## config.mk

```make
export PLATFORM = sky130hd
export DESIGN_NAME = pipeline_ctrl_flat
export DESIGN_NICKNAME = d
export VERILOG_FILES = /design/src/rtl/pipe_ctrl_pkg.sv /design/src/rtl/pipeline_ctrl_if.sv /design/src/rtl/load_use_detect.sv /design/src/rtl/pipeline_ctrl.sv /design/src/flat_wrapper.sv
export SDC_FILE = /design/constraint.sdc
export NUM_CORES = 1
export LEC_CHECK = 0
export CAP_MARGIN = 20
export CORE_MARGIN = 4
export CORE_UTILIZATION = 38
export CTS_CLUSTER_DIAMETER = 40
export CTS_CLUSTER_SIZE = 8
export DETAILED_ROUTE_END_ITERATION = 8
export PLACE_DENSITY_LB_ADDON = 0.15
export REMOVE_ABC_BUFFERS = 1
export SETUP_SLACK_MARGIN = 0.1
export SLEW_MARGIN = 10
export SYNTH_ARGS = -nofsm -noshare
export SYNTH_HDL_FRONTEND = slang
export SYNTH_SLANG_ARGS = --single-unit
```

## constraint.sdc

```tcl
create_clock -name clk -period 3.45 [get_ports clk]
set_input_delay 0.69 -clock clk [delete_from_list [all_inputs] [get_ports clk]]
set_output_delay 0.69 -clock clk [all_outputs]
set_load 0.01 [all_outputs]
```

## src/rtl/pipe_ctrl_pkg.sv

```systemverilog
// Shared types and constants for the pipeline sequencing controller.
package pipe_ctrl_pkg;

   typedef enum logic [2:0] {
      S_IDLE  = 3'd0,
      S_RUN   = 3'd1,
      S_STALL = 3'd2,
      S_DRAIN = 3'd3,
      S_HALT  = 3'd4
   } pipe_state_e;

   // Next-PC mux select; 2'b01 is never produced.
   localparam logic [1:0] PC_SEL_INC    = 2'b00;
   localparam logic [1:0] PC_SEL_JUMP   = 2'b10;
   localparam logic [1:0] PC_SEL_BRANCH = 2'b11;

   localparam int DRAIN_CYC = 4;
   localparam int DRAIN_W   = $clog2(DRAIN_CYC);

endpackage

```

## src/rtl/pipeline_ctrl_if.sv

```systemverilog
// Hazard inputs and stage-control outputs of the pipeline controller.
// Optional perf counters exist only when PIPE_CTRL_PERF_EN is defined.
interface pipeline_ctrl_if #(
   parameter int REG_W  = 5,
   parameter int PERF_W = 16
);
   // All signals are plain levels with no valid/ready handshake: the pipeline
   // presents hazard/redirect levels each cycle, the controller answers
   // combinationally and its decisions take effect at the next clk edge.
   logic             start;
   logic             halt_req;
   logic             idex_mem_read;
   logic [REG_W-1:0] idex_rt;
   logic [REG_W-1:0] ifid_rs;
   logic [REG_W-1:0] ifid_rt;
   logic             ifid_uses_rt;
   logic             branch_taken;
   logic             jump;
   logic             pc_we;
   logic [1:0]       pc_sel;
   logic             ifid_en;
   logic             ifid_flush;
   logic             idex_flush;
   logic             running;
`ifdef PIPE_CTRL_PERF_EN
   logic [PERF_W-1:0] stall_count;
   logic [PERF_W-1:0] flush_count;
`endif

   modport master (
      input  start, halt_req, idex_mem_read, idex_rt, ifid_rs, ifid_rt,
             ifid_uses_rt, branch_taken, jump,
      output pc_we, pc_sel, ifid_en, ifid_flush, idex_flush, running
`ifdef PIPE_CTRL_PERF_EN
      , output stall_count, flush_count
`endif
   );

   modport slave (
      output start, halt_req, idex_mem_read, idex_rt, ifid_rs, ifid_rt,
             ifid_uses_rt, branch_taken, jump,
      input  pc_we, pc_sel, ifid_en, ifid_flush, idex_flush, running
`ifdef PIPE_CTRL_PERF_EN
      , input stall_count, flush_count
`endif
   );

endinterface

```

## src/rtl/load_use_detect.sv

```systemverilog
// Combinational load-use hazard comparator between ID/EX and IF/ID.
module load_use_detect #(
   parameter int REG_W = 5
) (
   input  logic             mem_read,
   input  logic [REG_W-1:0] ex_rt,
   input  logic [REG_W-1:0] id_rs,
   input  logic [REG_W-1:0] id_rt,
   input  logic             id_uses_rt,
   output logic             hz
);

   // r0 is hardwired zero, so a load targeting it never creates a dependency.
   assign hz = mem_read && (ex_rt != '0) &&
               ((ex_rt == id_rs) || (id_uses_rt && (ex_rt == id_rt)));

endmodule

```

## src/rtl/pipeline_ctrl.sv

```systemverilog
// Five-stage pipeline sequencer: start-up, load-use stalls, redirects, drain-to-halt.
// Define PIPE_CTRL_PERF_EN to add saturating stall/flush performance counters.
module pipeline_ctrl
   import pipe_ctrl_pkg::*;
#(
   parameter int REG_W     = 5,
   parameter int STALL_CYC = 1,
   parameter int PERF_W    = 16
) (
   input  logic        clk,
   input  logic        rst,
   pipeline_ctrl_if.master bus,
   output pipe_state_e state_o
);

   localparam int CNT_W = (STALL_CYC > 1) ? $clog2(STALL_CYC) : 1;

   generate
      if (STALL_CYC < 1 || PERF_W < 1) begin : g_bad_cfg
         $error("pipeline_ctrl: STALL_CYC and PERF_W must be at least 1");
      end
   endgenerate

   pipe_state_e        state_q, state_d;
   logic [CNT_W-1:0]   stall_cnt_q, stall_cnt_d;
   logic [DRAIN_W-1:0] drain_cnt_q, drain_cnt_d;
   logic               hz;

   load_use_detect #(.REG_W(REG_W)) u_hz (
      .mem_read   (bus.idex_mem_read),
      .ex_rt      (bus.idex_rt),
      .id_rs      (bus.ifid_rs),
      .id_rt      (bus.ifid_rt),
      .id_uses_rt (bus.ifid_uses_rt),
      .hz         (hz)
   );

   always_ff @(posedge clk or negedge rst) begin
      if (!rst) begin
         state_q     <= S_IDLE;
         stall_cnt_q <= '0;
         drain_cnt_q <= '0;
      end else begin
         state_q     <= state_d;
         stall_cnt_q <= stall_cnt_d;
         drain_cnt_q <= drain_cnt_d;
      end
   end

   always_comb begin
      state_d        = state_q;
      stall_cnt_d    = stall_cnt_q;
      drain_cnt_d    = drain_cnt_q;
      bus.pc_we      = 1'b0;
      bus.pc_sel     = PC_SEL_INC;
      bus.ifid_en    = 1'b0;
      bus.ifid_flush = 1'b0;
      bus.idex_flush = 1'b0;
      unique case (state_q)
         S_IDLE, S_HALT: begin
            bus.idex_flush = 1'b1;
            if (bus.start) state_d = S_RUN;
         end
         S_RUN: begin
            if (bus.halt_req) begin
               state_d     = S_DRAIN;
               drain_cnt_d = '0;
            end else if (hz) begin
               // A concurrent redirect stays asserted by ID and is taken after the stall.
               bus.idex_flush = 1'b1;
               if (STALL_CYC > 1) begin
                  state_d     = S_STALL;
                  stall_cnt_d = CNT_W'(STALL_CYC - 1);
               end
            end else if (bus.jump) begin
               bus.pc_we      = 1'b1;
               bus.ifid_en    = 1'b1;
               bus.pc_sel     = PC_SEL_JUMP;
               bus.ifid_flush = 1'b1;
            end else if (bus.branch_taken) begin
               bus.pc_we      = 1'b1;
               bus.ifid_en    = 1'b1;
               bus.pc_sel     = PC_SEL_BRANCH;
               bus.ifid_flush = 1'b1;
            end else begin
               bus.pc_we   = 1'b1;
               bus.ifid_en = 1'b1;
            end
         end
         S_STALL: begin
            bus.idex_flush = 1'b1;
            stall_cnt_d    = stall_cnt_q - 1'b1;
            if (bus.halt_req) begin
               state_d     = S_DRAIN;
               drain_cnt_d = '0;
            end else if (stall_cnt_q == CNT_W'(1)) begin
               state_d = S_RUN;
            end
         end
         S_DRAIN: begin
            bus.ifid_flush = 1'b1;
            bus.idex_flush = 1'b1;
            if (drain_cnt_q == DRAIN_W'(DRAIN_CYC - 1)) state_d = S_HALT;
            else drain_cnt_d = drain_cnt_q + 1'b1;
         end
         default: begin
            state_d        = S_IDLE;
            bus.idex_flush = 1'b1;
         end
      endcase
   end

   assign bus.running = (state_q == S_RUN) || (state_q == S_STALL);
   assign state_o     = state_q;

`ifdef PIPE_CTRL_PERF_EN
   logic [PERF_W-1:0] stall_count_q, stall_count_d;
   logic [PERF_W-1:0] flush_count_q, flush_count_d;

   // While running, idex_flush only comes from a stall and ifid_flush only from a redirect.
   always_comb begin
      stall_count_d = stall_count_q;
      flush_count_d = flush_count_q;
      if (bus.running && bus.idex_flush && (stall_count_q != '1))
         stall_count_d = stall_count_q + 1'b1;
      if (bus.running && bus.ifid_flush && (flush_count_q != '1))
         flush_count_d = flush_count_q + 1'b1;
   end

   always_ff @(posedge clk or negedge rst) begin
      if (!rst) begin
         stall_count_q <= '0;
         flush_count_q <= '0;
      end else begin
         stall_count_q <= stall_count_d;
         flush_count_q <= flush_count_d;
      end
   end

   assign bus.stall_count = stall_count_q;
   assign bus.flush_count = flush_count_q;
`endif

endmodule
```

## src/flat_wrapper.sv

```systemverilog
// flat-port wrapper written by rule: the top's interface ports become plain ports
module pipeline_ctrl_flat import pipe_ctrl_pkg::*;
#(
   parameter int REG_W     = 5,
   parameter int STALL_CYC = 1,
   parameter int PERF_W    = 16
)
  (clk, rst, state_o, bus_start, bus_halt_req, bus_idex_mem_read, bus_idex_rt, bus_ifid_rs, bus_ifid_rt, bus_ifid_uses_rt, bus_branch_taken, bus_jump, bus_pc_we, bus_pc_sel, bus_ifid_en, bus_ifid_flush, bus_idex_flush, bus_running);
  pipeline_ctrl_if #(.REG_W(REG_W), .PERF_W(PERF_W)) bus_i ();
  input  logic clk;
  input  logic rst;
  output pipe_state_e state_o;
  input wire logic [$bits(bus_i.start)-1:0] bus_start;
  input wire logic [$bits(bus_i.halt_req)-1:0] bus_halt_req;
  input wire logic [$bits(bus_i.idex_mem_read)-1:0] bus_idex_mem_read;
  input wire logic [$bits(bus_i.idex_rt)-1:0] bus_idex_rt;
  input wire logic [$bits(bus_i.ifid_rs)-1:0] bus_ifid_rs;
  input wire logic [$bits(bus_i.ifid_rt)-1:0] bus_ifid_rt;
  input wire logic [$bits(bus_i.ifid_uses_rt)-1:0] bus_ifid_uses_rt;
  input wire logic [$bits(bus_i.branch_taken)-1:0] bus_branch_taken;
  input wire logic [$bits(bus_i.jump)-1:0] bus_jump;
  output wire logic [$bits(bus_i.pc_we)-1:0] bus_pc_we;
  output wire logic [$bits(bus_i.pc_sel)-1:0] bus_pc_sel;
  output wire logic [$bits(bus_i.ifid_en)-1:0] bus_ifid_en;
  output wire logic [$bits(bus_i.ifid_flush)-1:0] bus_ifid_flush;
  output wire logic [$bits(bus_i.idex_flush)-1:0] bus_idex_flush;
  output wire logic [$bits(bus_i.running)-1:0] bus_running;
  assign bus_i.start = bus_start;
  assign bus_i.halt_req = bus_halt_req;
  assign bus_i.idex_mem_read = bus_idex_mem_read;
  assign bus_i.idex_rt = bus_idex_rt;
  assign bus_i.ifid_rs = bus_ifid_rs;
  assign bus_i.ifid_rt = bus_ifid_rt;
  assign bus_i.ifid_uses_rt = bus_ifid_uses_rt;
  assign bus_i.branch_taken = bus_branch_taken;
  assign bus_i.jump = bus_jump;
  assign bus_pc_we = bus_i.pc_we;
  assign bus_pc_sel = bus_i.pc_sel;
  assign bus_ifid_en = bus_i.ifid_en;
  assign bus_ifid_flush = bus_i.ifid_flush;
  assign bus_idex_flush = bus_i.idex_flush;
  assign bus_running = bus_i.running;
  pipeline_ctrl #(.REG_W(REG_W), .STALL_CYC(STALL_CYC), .PERF_W(PERF_W)) u_core (.clk(clk), .rst(rst), .bus(bus_i), .state_o(state_o));
endmodule
```

==> summary.md, run 1 <==
| Metric | Value |
|---|---|
| Netlist cell types | 27 |
| RSZ-0062 raised after global routing | yes |
| Synth area leaders | dfrtp_1 (28%), xnor2_1 (18%), a21oi_1 (4.7%), nand2b_1 (4.7%), a32o_1 (3.8%) |
| I/O pin cnt | 33 |
| Clock skew | 0.004885 ns |
| DPL Wire Length | 1320 um |
| Worst-margin pin slew | 0.3364 ns |
| GR Util met2 | 32.20% |
| Root buf cell | clkbuf_4 |
| Initial antenna violation count | 0 |
| Share of layout cells above drive strength 1 | 10.10% |
| Top cell type's share of synthesized area | 28.44% |
| Hold WC Path Type | flop to flop |
| Crit path DAT | 2.58 ns |
| #FFs+latches synth | 6 |
| Peak supply drop | 333.7 uV |
| Rows | 13 |
| Clock slew seen by the registers of the worst setup and hold paths | 0.04 ns |
| Sequential element share of the synthesized area | 28.44% |
| Tcrit/Tclk final | 94.72% |
| Final WL | 1590 um |
| Finished Layout Cells | 114 |
| Post-CTS setup buffer count | 0 |
| Max Freq | 306.0 MHz |
| Top cell type by total area after synthesis | dfrtp_1 |
| DR pass1 iterations | 3 |
| Gp weighted congestion | 0.7980 |
| Post-Route Setup TNS | 0 ns |
| Final instance area | 917.1 um^2 |
| CTS H-Tree Depth | 1 |
| Pin count of the biggest net entering global routing | 12 |
| Die X-Extent | 45.28 um |
| Gr usage total | 17.18% |
| Min Tclk post-route | 3.268 ns |
| Final Max Slew Viols | 0 |
| Main flop type after synthesis | dfrtp_1 |
| CTS tree | built |
| # clock sinks | 6 |
| Via count | 596 |
| Hold Fails Final Rpt | 0 |
| M3 GR Usage | 5.976% |
| Drc violations | 0 |
| Status | finished, final reports clean |
| Mapped Cells | 64 |
| Critical path type | input port to output port |
| Worst-Skew Late Latency | 0.25 ns |
| Drt via density | 5.228 |
| Die area | 2050 um^2 |
| Final setup violation count | 0 |
| Area delta synth->final | 73.70% |
| Pwr Density | 573.1 nW/um^2 |
| Clk buf depth | 2 |
| Most Crowded Layer GR | met2 |
| GR Overflow Total | 0 |
| IO Port Bufs | 32 |
| WL/cell | 13.95 um |
| Routed Antenna Nets | 0 |
| Startpoint types | input port |
| P_leak | 0.4135 nW |
| Yosys warns | 0 |
| Placed cell count | 111 |
| Crit-path max FO | 5 |
| DR iter-0 viols | 5 |
| Die height | 45.28 um |
| Initial Util | 40.58% |
| Vias in the first global route | 588 |
| Post-Place Cell Area | 878.3 um^2 |
| Core ar. | 1301 um^2 |
| Num CTS Buffers | 3 |
| Met1 usage | 16.06% |
| Antenna cells | 0 |
| Average cell area after synthesis | 8.250 um^2 |
| Design Power | 0.5256 mW |
| First-pass GRT wire length | 2442 um |
| Netlist Area Pre-Place | 528.0 um^2 |
| Nets | 125 |
| Slew headroom | 77.26% |
| Post-synth EDFFs | 0 |
| Setup crit end kind | output port |
| Fin util | 70.48% |
| Async SR Flop Fraction | 100.0% |
| Max Cap Violations | 0 |
| Worst Path Required | 2.76 ns |
[cells in the final DEF, fill, tap and decap left out, types with 3 or more instances in the layout]
master and n:
clkdlybuf4s50_1 27, nand2b_1 4, dfrtp_1 6, xnor2_1 11, nand2_1 3, nor2_1 3, dlymetal6s2s_1 3, a21oi_1 5
inv_1 4, buf_4 4, clkbuf_4 3
[where the power goes]
part | internal (mW) | switching, mW
sequential | 0.102 | 0.0405
clock | 0.0393 | 0.0249
combinational | 0.184 | 0.135
[per-stage QoR]
step                setup WS [ns]  hold slack, ns
floorplan                  0.8219          0.3944
global placement          0.06391          0.4808
detailed placement        0.04950          0.4948
CTS                        0.1175          0.5040
global route              0.07449          0.5260
finish                     0.1820          0.4968
[layer usage]
| metal | up-vias | share of wire, % |
|---|---|---|
| li1 | 298 | - |
| met1 | 278 | 37 |
| met2 | 15 | 55 |
| met3 | 5 | 5.8 |
| met4 | 0 | 1.8 |
| met5 | - | 0 |
[cells by family after synthesis]
group,count (synthesis),share of synthesized area [%]
fa+ha+maj,1,2.369
buf+inv,8,6.398
xor+xnor,11,18.25
compound gates,21,26.54
simple gates,17,18.01
flops,6,28.44
[registers in the layout, summed over array words and instances (netlist names)]
signal	count
u_core.drain_cnt_q	2
u_core.stall_cnt_q	1
u_core.state_o	3
[final timing paths]
check                      cells after the start  slack [ns]                     to                  start
hold / removal                                 1        0.50  u_core.drain_cnt_q[1]  u_core.drain_cnt_q[1]
hold reg to reg                                1        0.50  u_core.drain_cnt_q[1]  u_core.drain_cnt_q[1]
setup / recovery                               5        0.18            bus_ifid_en         bus_idex_rt[0]
min in group asynchronous                      1        0.70     u_core.stall_cnt_q                    rst
max in group asynchronous                      1        2.52      u_core.state_o[2]                    rst
setup reg to reg                               4        2.04  u_core.drain_cnt_q[1]      u_core.state_o[0]
[area by class of cell]
| cell class | count | area (um^2) |
|---|---|---|
| Tap cell | 15 | 18.77 |
| Fill cell | 111 | 384.1 |
| Sequential cell | 6 | 150.1 |
| Multi-Input combinational cell | 50 | 355.3 |
| Clock buffer | 3 | 22.52 |
| Inverter | 4 | 15.01 |
| Timing Repair Buffer | 36 | 355.3 |
[synth_stat cells, drive strengths merged (3+ instances only)]
library cell	number
nor2	3
nand2	3
xnor2	11
a21oi	5
dfrtp	6
o21ai	4
inv	4
clkbuf	3
nand2b	4
[what timing repair did]
action | 4_1_cts | 5_1_grt
gates cloned | 0 | 0
resized for setup | 4 | 5
pin swaps | 0 | 0
hold buffers | 0 | 0
setup endpoints to repair | 4 | 4
[worst max-delay path, cell delays in order]
cell and delay, ns:
clkdlybuf4s50_1 0.41, or4_1 0.53, o21a_2 0.25, a21boi_2 0.15, clkdlybuf4s50_1 0.55
Power figures use the tool's default switching activity.
==> inputs of run 2 (changes only) <==
- SKIP_LAST_GASP: default -> 1
- SLEW_MARGIN: 10 -> default
==> results of run 2 <==
Same layout as run 1: the final DEF is identical, and so are final timing and power.
